**config.mk**
```make
export PLATFORM = sky130hd
export DESIGN_NAME = sram_port_arbiter_flat
export DESIGN_NICKNAME = d
export VERILOG_FILES = /design/src/rtl/sram_port_arbiter_if.sv /design/src/rtl/sram_port_arbiter.sv /design/src/flat_wrapper.sv
export SDC_FILE = /design/constraint.sdc
export NUM_CORES = 1
export LEC_CHECK = 0
export ABC_CLOCK_PERIOD_IN_PS = 1640
export BUFFER_PORTS_ARGS = -buffer_cell sky130_fd_sc_hd__buf_2
export CAP_MARGIN = 5
export CORE_AREA = 2 2 119 121
export DETAILED_ROUTE_END_ITERATION = 12
export DIE_AREA = 0 0 121 123
export GPL_TIMING_DRIVEN = 0
export PLACE_DENSITY = 0.58
export SLEW_MARGIN = 10
export SYNTH_ARGS = -nofsm -noshare
export SYNTH_HDL_FRONTEND = slang
export SYNTH_SLANG_ARGS = --single-unit
```
**constraint.sdc**
```tcl
create_clock -name clk -period 1.64 [get_ports clk]
set_clock_uncertainty 0.15 [all_clocks]
set_input_delay 0.082 -clock clk [delete_from_list [all_inputs] [get_ports clk]]
set_output_delay 0.082 -clock clk [all_outputs]
set_load 0.01 [all_outputs]
```
**src/rtl/sram_port_arbiter_if.sv**
```systemverilog
// Requester-side bus of sram_port_arbiter: N_CH request channels packed side by side.
// Channel k occupies slice [k*W +: W] of every packed per-channel field.
interface sram_port_arbiter_if #(
  parameter int N_CH   = 2,
  parameter int ADDR_W = 20,
  parameter int DATA_W = 32
);
  localparam int BE_W = DATA_W / 8;

  // Handshake: a requester raises req_i[k] with we/be/addr/wdata stable and holds it until
  // gnt_o[k] pulses for one cycle (fields captured on that edge); req_i may be dropped
  // before a grant. ack_o[k] pulses once per granted access, and rdata_o is valid with it for reads.
  logic [N_CH-1:0]        req_i;
  logic [N_CH-1:0]        we_i;
  logic [N_CH*BE_W-1:0]   be_i;
  logic [N_CH*ADDR_W-1:0] addr_i;
  logic [N_CH*DATA_W-1:0] wdata_i;
  logic [N_CH-1:0]        gnt_o;
  logic [N_CH-1:0]        ack_o;
  logic [DATA_W-1:0]      rdata_o;

  modport master (
    output req_i, we_i, be_i, addr_i, wdata_i,
    input  gnt_o, ack_o, rdata_o
  );

  modport slave (
    input  req_i, we_i, be_i, addr_i, wdata_i,
    output gnt_o, ack_o, rdata_o
  );
endinterface

```
**src/rtl/sram_port_arbiter.sv**
```systemverilog
// N-channel arbiter and strobe timing controller for one asynchronous SRAM bank.
// Optional macro SRAM_ARB_STATS_EN adds a saturating stall counter output (stall_cnt_o).
module sram_port_arbiter #(
  parameter int N_CH     = 2,
  parameter int ADDR_W   = 20,
  parameter int DATA_W   = 32,
  parameter int WAIT_CYC = 1,
  parameter int ARB_MODE = 0
) (
  input  logic                  clk,
  input  logic                  resetn,
  sram_port_arbiter_if.slave    bus,
  output logic                  busy_o,
  output logic [1:0]            state_o,
  output logic [ADDR_W-1:0]     ram_addr_o,
  output logic [DATA_W/8-1:0]   ram_be_n_o,
  output logic                  ram_ce_n_o,
  output logic                  ram_oe_n_o,
  output logic                  ram_we_n_o,
  output logic [DATA_W-1:0]     ram_data_o,
  output logic                  ram_data_oe,
  input  logic [DATA_W-1:0]     ram_data_i
`ifdef SRAM_ARB_STATS_EN
  ,
  output logic [31:0]           stall_cnt_o
`endif
);
  localparam int BE_W  = DATA_W / 8;
  localparam int CH_W  = (N_CH > 1) ? $clog2(N_CH) : 1;
  localparam int CNT_W = (WAIT_CYC > 1) ? $clog2(WAIT_CYC) : 1;

  typedef enum logic [1:0] {
    S_IDLE   = 2'd0,
    S_ACCESS = 2'd1,
    S_HOLD   = 2'd2
  } state_t;

  state_t            state;
  logic [CNT_W-1:0]  cnt;
  logic [CH_W-1:0]   rr_ptr;
  logic [CH_W-1:0]   cur_ch;
  logic              cur_we;
  logic [CH_W-1:0]   win;
  logic              any_req;
  int                idx;
  logic [N_CH-1:0]   gnt;
  logic [N_CH-1:0]   ack;
  logic [DATA_W-1:0] rdata;
  logic [ADDR_W-1:0] sel_addr;
  logic [BE_W-1:0]   sel_be;
  logic [DATA_W-1:0] sel_wdata;

  // Scanning from the far end lets the nearest hit in search order overwrite earlier ones.
  always_comb begin
    win     = '0;
    idx     = 0;
    any_req = |bus.req_i;
    if (ARB_MODE == 0) begin
      for (int i = N_CH - 1; i >= 0; i--) begin
        if (bus.req_i[CH_W'(i)]) win = CH_W'(i);
      end
    end else begin
      for (int i = N_CH; i >= 1; i--) begin
        idx = (int'(rr_ptr) + i) % N_CH;
        if (bus.req_i[CH_W'(idx)]) win = CH_W'(idx);
      end
    end
  end

  always_comb begin
    gnt = '0;
    if (state == S_IDLE && any_req) gnt = N_CH'(1) << win;
    sel_addr  = bus.addr_i[win*ADDR_W +: ADDR_W];
    sel_be    = bus.be_i[win*BE_W +: BE_W];
    sel_wdata = bus.wdata_i[win*DATA_W +: DATA_W];
  end

  // The SRAM pin registers double as the request latch for the whole access.
  always_ff @(posedge clk or negedge resetn) begin
    if (!resetn) begin
      state       <= S_IDLE;
      cnt         <= '0;
      rr_ptr      <= CH_W'(N_CH - 1);
      cur_ch      <= '0;
      cur_we      <= 1'b0;
      ack         <= '0;
      rdata       <= '0;
      ram_addr_o  <= '0;
      ram_be_n_o  <= '1;
      ram_ce_n_o  <= 1'b1;
      ram_oe_n_o  <= 1'b1;
      ram_we_n_o  <= 1'b1;
      ram_data_o  <= '0;
      ram_data_oe <= 1'b0;
    end else begin
      ack <= '0;
      case (state)
        S_IDLE: begin
          if (any_req) begin
            state       <= S_ACCESS;
            cnt         <= '0;
            cur_ch      <= win;
            cur_we      <= bus.we_i[win];
            ram_addr_o  <= sel_addr;
            ram_be_n_o  <= ~sel_be;
            ram_data_o  <= sel_wdata;
            ram_data_oe <= bus.we_i[win];
            ram_ce_n_o  <= 1'b0;
            ram_oe_n_o  <= bus.we_i[win];
            ram_we_n_o  <= ~bus.we_i[win];
            if (ARB_MODE != 0) rr_ptr <= win;
          end
        end
        S_ACCESS: begin
          if (cnt == CNT_W'(WAIT_CYC - 1)) begin
            state      <= S_HOLD;
            ram_oe_n_o <= 1'b1;
            ram_we_n_o <= 1'b1;
            ack        <= N_CH'(1) << cur_ch;
            if (!cur_we) rdata <= ram_data_i;
          end else begin
            cnt <= cnt + 1'b1;
          end
        end
        S_HOLD: begin
          state       <= S_IDLE;
          ram_ce_n_o  <= 1'b1;
          ram_be_n_o  <= '1;
          ram_data_oe <= 1'b0;
        end
        default: state <= S_IDLE;
      endcase
    end
  end

`ifdef SRAM_ARB_STATS_EN
  always_ff @(posedge clk or negedge resetn) begin
    if (!resetn) begin
      stall_cnt_o <= '0;
    end else if (((bus.req_i & ~gnt) != '0) && (stall_cnt_o != 32'hFFFF_FFFF)) begin
      stall_cnt_o <= stall_cnt_o + 32'd1;
    end
  end
`endif

  assign bus.gnt_o   = gnt;
  assign bus.ack_o   = ack;
  assign bus.rdata_o = rdata;
  assign busy_o      = (state != S_IDLE);
  assign state_o     = state;
endmodule

```
**src/flat_wrapper.sv**
```systemverilog
// flat-port wrapper written by rule: the top's interface ports become plain ports
module sram_port_arbiter_flat 
#(
  parameter int N_CH     = 2,
  parameter int ADDR_W   = 20,
  parameter int DATA_W   = 32,
  parameter int WAIT_CYC = 1,
  parameter int ARB_MODE = 0
)
  (clk, resetn, busy_o, state_o, ram_addr_o, ram_be_n_o, ram_ce_n_o, ram_oe_n_o, ram_we_n_o, ram_data_o, ram_data_oe, ram_data_i, bus_req_i, bus_we_i, bus_be_i, bus_addr_i, bus_wdata_i, bus_gnt_o, bus_ack_o, bus_rdata_o);
  sram_port_arbiter_if #(.N_CH(N_CH), .ADDR_W(ADDR_W), .DATA_W(DATA_W)) bus_i ();
  input  logic clk;
  input  logic resetn;
  output logic busy_o;
  output logic [1:0] state_o;
  output logic [ADDR_W-1:0] ram_addr_o;
  output logic [DATA_W/8-1:0] ram_be_n_o;
  output logic ram_ce_n_o;
  output logic ram_oe_n_o;
  output logic ram_we_n_o;
  output logic [DATA_W-1:0] ram_data_o;
  output logic ram_data_oe;
  input  logic [DATA_W-1:0] ram_data_i;
  input wire logic [$bits(bus_i.req_i)-1:0] bus_req_i;
  input wire logic [$bits(bus_i.we_i)-1:0] bus_we_i;
  input wire logic [$bits(bus_i.be_i)-1:0] bus_be_i;
  input wire logic [$bits(bus_i.addr_i)-1:0] bus_addr_i;
  input wire logic [$bits(bus_i.wdata_i)-1:0] bus_wdata_i;
  output wire logic [$bits(bus_i.gnt_o)-1:0] bus_gnt_o;
  output wire logic [$bits(bus_i.ack_o)-1:0] bus_ack_o;
  output wire logic [$bits(bus_i.rdata_o)-1:0] bus_rdata_o;
  assign bus_i.req_i = bus_req_i;
  assign bus_i.we_i = bus_we_i;
  assign bus_i.be_i = bus_be_i;
  assign bus_i.addr_i = bus_addr_i;
  assign bus_i.wdata_i = bus_wdata_i;
  assign bus_gnt_o = bus_i.gnt_o;
  assign bus_ack_o = bus_i.ack_o;
  assign bus_rdata_o = bus_i.rdata_o;
  sram_port_arbiter #(.N_CH(N_CH), .ADDR_W(ADDR_W), .DATA_W(DATA_W), .WAIT_CYC(WAIT_CYC), .ARB_MODE(ARB_MODE)) u_core (.clk(clk), .resetn(resetn), .bus(bus_i), .busy_o(busy_o), .state_o(state_o), .ram_addr_o(ram_addr_o), .ram_be_n_o(ram_be_n_o), .ram_ce_n_o(ram_ce_n_o), .ram_oe_n_o(ram_oe_n_o), .ram_we_n_o(ram_we_n_o), .ram_data_o(ram_data_o), .ram_data_oe(ram_data_oe), .ram_data_i(ram_data_i));
endmodule
```
# == Word-level counts from Yosys, hierarchy flattened ==
# Cells that the tools add are included.
# op_classes
addsub,1
shift,5
n_mux,21
multipliers,1
n_reduce_logical,12
eq_ne,4
n_lt_le_gt_ge,1
bitwise,4
# ops
cell,n
$shiftx 64x7->32,1
$shiftx 40x7->20,1
$mux 2,5
$pmux 1 s2,5
$mux 1,8
$pmux 4 s2,1
$reduce_and 2->1,4
$shiftx 8x4->4,1
$reduce_and 3->1,2
$reduce_bool 2->1,3
$mul 1x3->4 const B,1
$mux 4,1
$not 4->4,1
$pmux 2 s2,1
$shl 1x1->2 const A,2
$not 1->1,3
$eq 2x1->1 const B,1
$eq 2x2->1 const B,1
$logic_not 2->1,1
$lt 1x2->1 const B,1
$ne 2x1->1 const B,1
$ne 2x2->1 const B,1
$reduce_or 2->1,1
$add 1x1->1 const B,1
$logic_and 1x1->1,1
# word_totals
ff_bits,99
input_bits,150
wordCells,62

# == Logic depth before layout (Yosys ltp) ==
# depth
ltp_word,6
depth_mapped,6
mapped_depth_nobuf,3

# == Least setup slack after synthesis ==
# Ideal clock, no wire load.
# synth_path
path_kind,reg2reg
start,reg u_core.state[1] (netlist: u_core.state_o[1])
end,reg u_core.rdata[10] (netlist: u_core.bus.rdata_o[10])
stages_incl_launch_ff,6
arrival_time_ns,1.352
required_time_ns,1.365
path_slack_ns,0.013
cell_sequence,dfrtp_1 -> nor2b_1 -> nor2b_1 -> buf_2 -> buf_6 -> mux2_4
# synth_between
elab_chain_len,2
# synth_lines
item,line_no,rtl
start: declaration,sram_port_arbiter.sv:38,state_t state;
start signal: assignment,sram_port_arbiter.sv:81,state <= S_IDLE;
start signal: assignment,sram_port_arbiter.sv:100,state <= S_ACCESS;
start signal: assignment,sram_port_arbiter.sv:116,state <= S_HOLD;
$eq 2x1->1,sram_port_arbiter.sv:97,case (state)
$reduce_and 3->1 (no source line),-,
end signal: assignment,sram_port_arbiter.sv:120,if (!cur_we) rdata <= ram_data_i;
end: declaration,sram_port_arbiter.sv:48,logic [DATA_W-1:0] rdata;
# No other way between the ends.
# A chain may end at the register's enable or synchronous reset.

# == Final worst setup path ==
# layout_path
start,reg u_core.state[0] (netlist: u_core.state_o[0])
end,reg u_core.ram_addr_o[6]
# layout_between
elab_chain_len,2
# layout_lines
item,line_no,rtl
$logic_not 2->1,sram_port_arbiter.sv:97,
$reduce_and 2->1 (no source line),-,
end signal: assignment,sram_port_arbiter.sv:104,ram_addr_o <= sel_addr;
end: declaration,sram_port_arbiter.sv:15,"output logic [ADDR_W-1:0] ram_addr_o,"
# No other way between the ends.

==> flow_summary_export.csv <==
group,metric,value,unit
outcome,status,"finished clean",
yosys,ys_ff_latch,96,
setup_path,crit_type,"flip-flop to flip-flop",
detailed_routing,drt_iter0_drc,54,
worst_hold_path,hold_path_class,"input pin to flip-flop",
placement,gp_congestion,0.681,
layout,postLayoutCellArea,6610,µm²
clocking,clk_latency,340,ps
layout,final_cell_mix,"buf_2 (186), dlygate4sd3_1 (91), dfrtp_1 (88)",
clocking,clockBufferDepth,2,
yosys,ys_types,25,
power_and_ir_drop,power.share.clock,0.171,
timing,setup_violations,0,
setup_path,cp-start-kind,"flip-flop",
yosys,netlist_area,4000,µm²
worst_hold_path,worstHoldStart,"bus_req_i[0]",
grt,grt_usage,0.136,
setup_path,reg2reg_from,"u_core.state_o[0]$_DFFE_PN0P_",
power_and_ir_drop,p_leak,3.25,nW
floorplan,dieArea,14900,µm²
layout,drive_above_1_share,0.601,
layout,num-nets-final,684,
placement,io_buffers,187,
floorplan,initial_core_util,0.294,
setup_path,path_max_fanout,9,
clocking,cts_buffers,9,
power_and_ir_drop,peakVddDrop,0.000891,V
grt,grt_pass1_vias,3161,
placement,place_area,5190,µm²
power_and_ir_drop,p_comb_frac,0.480,
setup_path,crit_required,1710,ps
floorplan,top_level_ports,249,
detailed_routing,firstDrtPassIters,4,
clocking,cts.sinks,96,
power_and_ir_drop,netSwitchingPower,3.89,mW
timing,slew_headroom,0.546,
grt,antenna_found_initial,0,
setup_path,reg2regPathDepth,5,
detailed_routing,drt-vias-per-instance,4.25,
yosys,synthCells,234,
power_and_ir_drop,powerDensity,1870,nW/µm²
detailed_routing,wl_per_cell,14.5,µm
layout,final_common_cell,"buf_2",
grt,overflow,0,
layout,final_cells,719,
grt,grt_max_degree,53,
yosys,yosysWarnings,0,
timing,maxSlewViolCount,0,
power_and_ir_drop,switching_share,0.315,
layout,postLayoutCoreUtil,0.486,
floorplan,chipHeight,123,µm
floorplan,fp.coreArea,13600,µm²
clocking,cts_root_buffer,"clkbuf_16",
setup_path,r2r_setup_slack,2,ps
timing,maxClockFrequency,610,MHz
timing,layout_min_cycle_time,1640,ps
detailed_routing,totalWireLength,10400,µm
layout,diodes,0,
setup_path,timing.rr.end,"u_core.ram_addr_o[6]$_DFFE_PN0P_",
timing,rsz0062_at_grt,"true",
detailed_routing,drcViolationCount,0,
floorplan,die_w,121,µm
clocking,htreeDepth,3,
worst_hold_path,holdPathEnd,"u_core.ram_oe_n_o$_DFFE_PN1P_",
detailed_routing,ant_nets,0,
clocking,clkSlewWorstSetupHoldPaths,60,ps
yosys,seq_area_frac_synth,0.604,
setup_path,crit_arrival,1710,ps
setup_path,cp-startpoint,"u_core.state_o[0]$_DFFE_PN0P_",
placement,place_inst,603,
detailed_routing,num_vias,3053,
timing,whs,55.1,ps
layout,area_delta_synth_final,65.5,%
yosys,postSynthAreaPerCell,17.1,µm²
timing,worst_pin_slew,681,ps
floorplan,row_count,43,
placement,dpl.hpwl,6650,µm
grt,grt_first_pass_wirelength,15700,µm
power_and_ir_drop,pwr-share-seq,0.349,
setup_path,cp-end-kind,"flip-flop",
power_and_ir_drop,p_int,8.45,mW
timing,period_share,0.999,
timing,final-hold-violation-count,0,
flow_run,drv_cap,0,
clocking,cts_tree,"built",
worst_hold_path,min_path_cells,3,
how the worst max path moves through the flow:
stage | endpoint | slack, ps | depth (start not counted)
after detailed placement | u_core.bus.rdata_o[21]$_DFFE_PN0P_ | -250 | 5
after global routing | u_core.bus.rdata_o[21]$_DFFE_PN0P_ | -60 | 5
after CTS | u_core.bus.rdata_o[10]$_DFFE_PN0P_ | -30 | 5
final | u_core.ram_addr_o[6]$_DFFE_PN0P_ | 2 | 5
after floorplan | u_core.bus.rdata_o[10]$_DFFE_PN0P_ | 10 | 5
after global placement | u_core.state_o[0]$_DFFE_PN0P_ | -620 | 1
kinds of logic (layout without fill, tap and decap cells):
group / count (synthesis) / count (layout) / share of synthesized area
flip-flops: 96 / 96 / 0.604
multiplexers: 85 / 85 / 0.305
buffers and inverters: 20 / 324 / 0.0385
AND/OR/NAND/NOR: 19 / 19 / 0.0272
AO/OA/AOI/OAI: 13 / 13 / 0.0244
other: 1 / 2 / 0.000939
state kept, by name (all words and copies together) (netlist names):
register            count
u_core.bus.rdata_o     32
u_core.ram_we_n_o       1
u_core.ram_be_n_o       4
u_core.ram_ce_n_o       1
u_core.cur_we           1
u_core.ram_data_oe      1
u_core.state_o          2
u_core.ram_addr_o      20
u_core.ram_data_o      32
u_core.ram_oe_n_o       1
u_core.bus.ack_o        1
critical path, stage by stage, from the launching register on:
cell	delay, ps
dfrtp_1	410
o21bai_4	200
nor2_4	130
buf_12	170
clkbuf_16	170
mux2_4	290
power by group through the flow:
stage | Sequential [mW] | Clock, mW | Combinational [mW]
finish | 4.31 | 2.10 | 5.92
global route | 4.47 | 2.30 | 6.33
CTS | 4.32 | 2.18 | 5.77
detailed placement | 4.33 | 0 | 5.24
global placement | 4.28 | 0 | 5.17
floorplan | 4.86 | 0 | 2.82
timing repair:
| action | 4_1_cts | 5_1_grt |
|---|---|---|
| endpoints found under the hold margin | 141 | 0 |
| setup buffers | 6 | 2 |
| gates resized for setup | 25 | 4 |
| hold buffers | 91 | 0 |
| setup endpoints to repair | 80 | 76 |
| cloned | 0 | 1 |
| pin swaps | 0 | 0 |
per-layer routing:
metal  vias to the layer above  share of wire  global-route usage
met2                       131           0.49               0.223
li1                       1418              -                   -
met3                        23          0.076              0.0397
met5                         -              0                   0
met1                      1481           0.41               0.164
met4                         0          0.023              0.0654
synthesized netlist by cell type (all sizes together):
| cell | number | area share |
|---|---|---|
| a211o | 1 | 0.0022 |
| conb | 1 | 0.00094 |
| o21bai | 1 | 0.0047 |
| nand2 | 1 | 0.00094 |
| mux2 | 85 | 0.31 |
| or4 | 1 | 0.0019 |
| or2 | 1 | 0.0016 |
| buf | 14 | 0.033 |
| and2 | 1 | 0.0016 |
| dfstp | 7 | 0.046 |
| a21oi | 5 | 0.0063 |
| nor3 | 1 | 0.0013 |
| nor2b | 7 | 0.011 |
| o21ai | 2 | 0.0025 |
| clkbuf | 1 | 0.00094 |
| inv | 5 | 0.0047 |
| o32ai | 4 | 0.0088 |
| and3 | 1 | 0.0016 |
| nor2 | 4 | 0.0044 |
| dfrtp | 89 | 0.56 |
| nor4 | 2 | 0.0031 |
stage by stage:
step                power (mW)  setup TNS, ps  worst slack, ps
global route              13.1          -2990            -58.8
finish                    12.3              0             1.88
detailed placement        9.56         -10320             -246
global placement          9.44         -64260             -616
CTS                       12.3           -635            -34.7
floorplan                 7.68              0             13.1
cell type report:
| class | instances | area [µm²] |
|---|---|---|
| Buffer | 15 | 221 |
| Clock buffer | 13 | 260 |
| Clock inverter | 3 | 40.0 |
| Fill cell | 1155 | 7000 |
| Inverter | 5 | 18.8 |
| Multi-Input combinational cell | 119 | 1450 |
| Sequential cell | 96 | 2410 |
| Tap cell | 180 | 225 |
| Timing Repair Buffer | 288 | 1980 |
No activity file was read; power rests on OpenSTA's default activity.
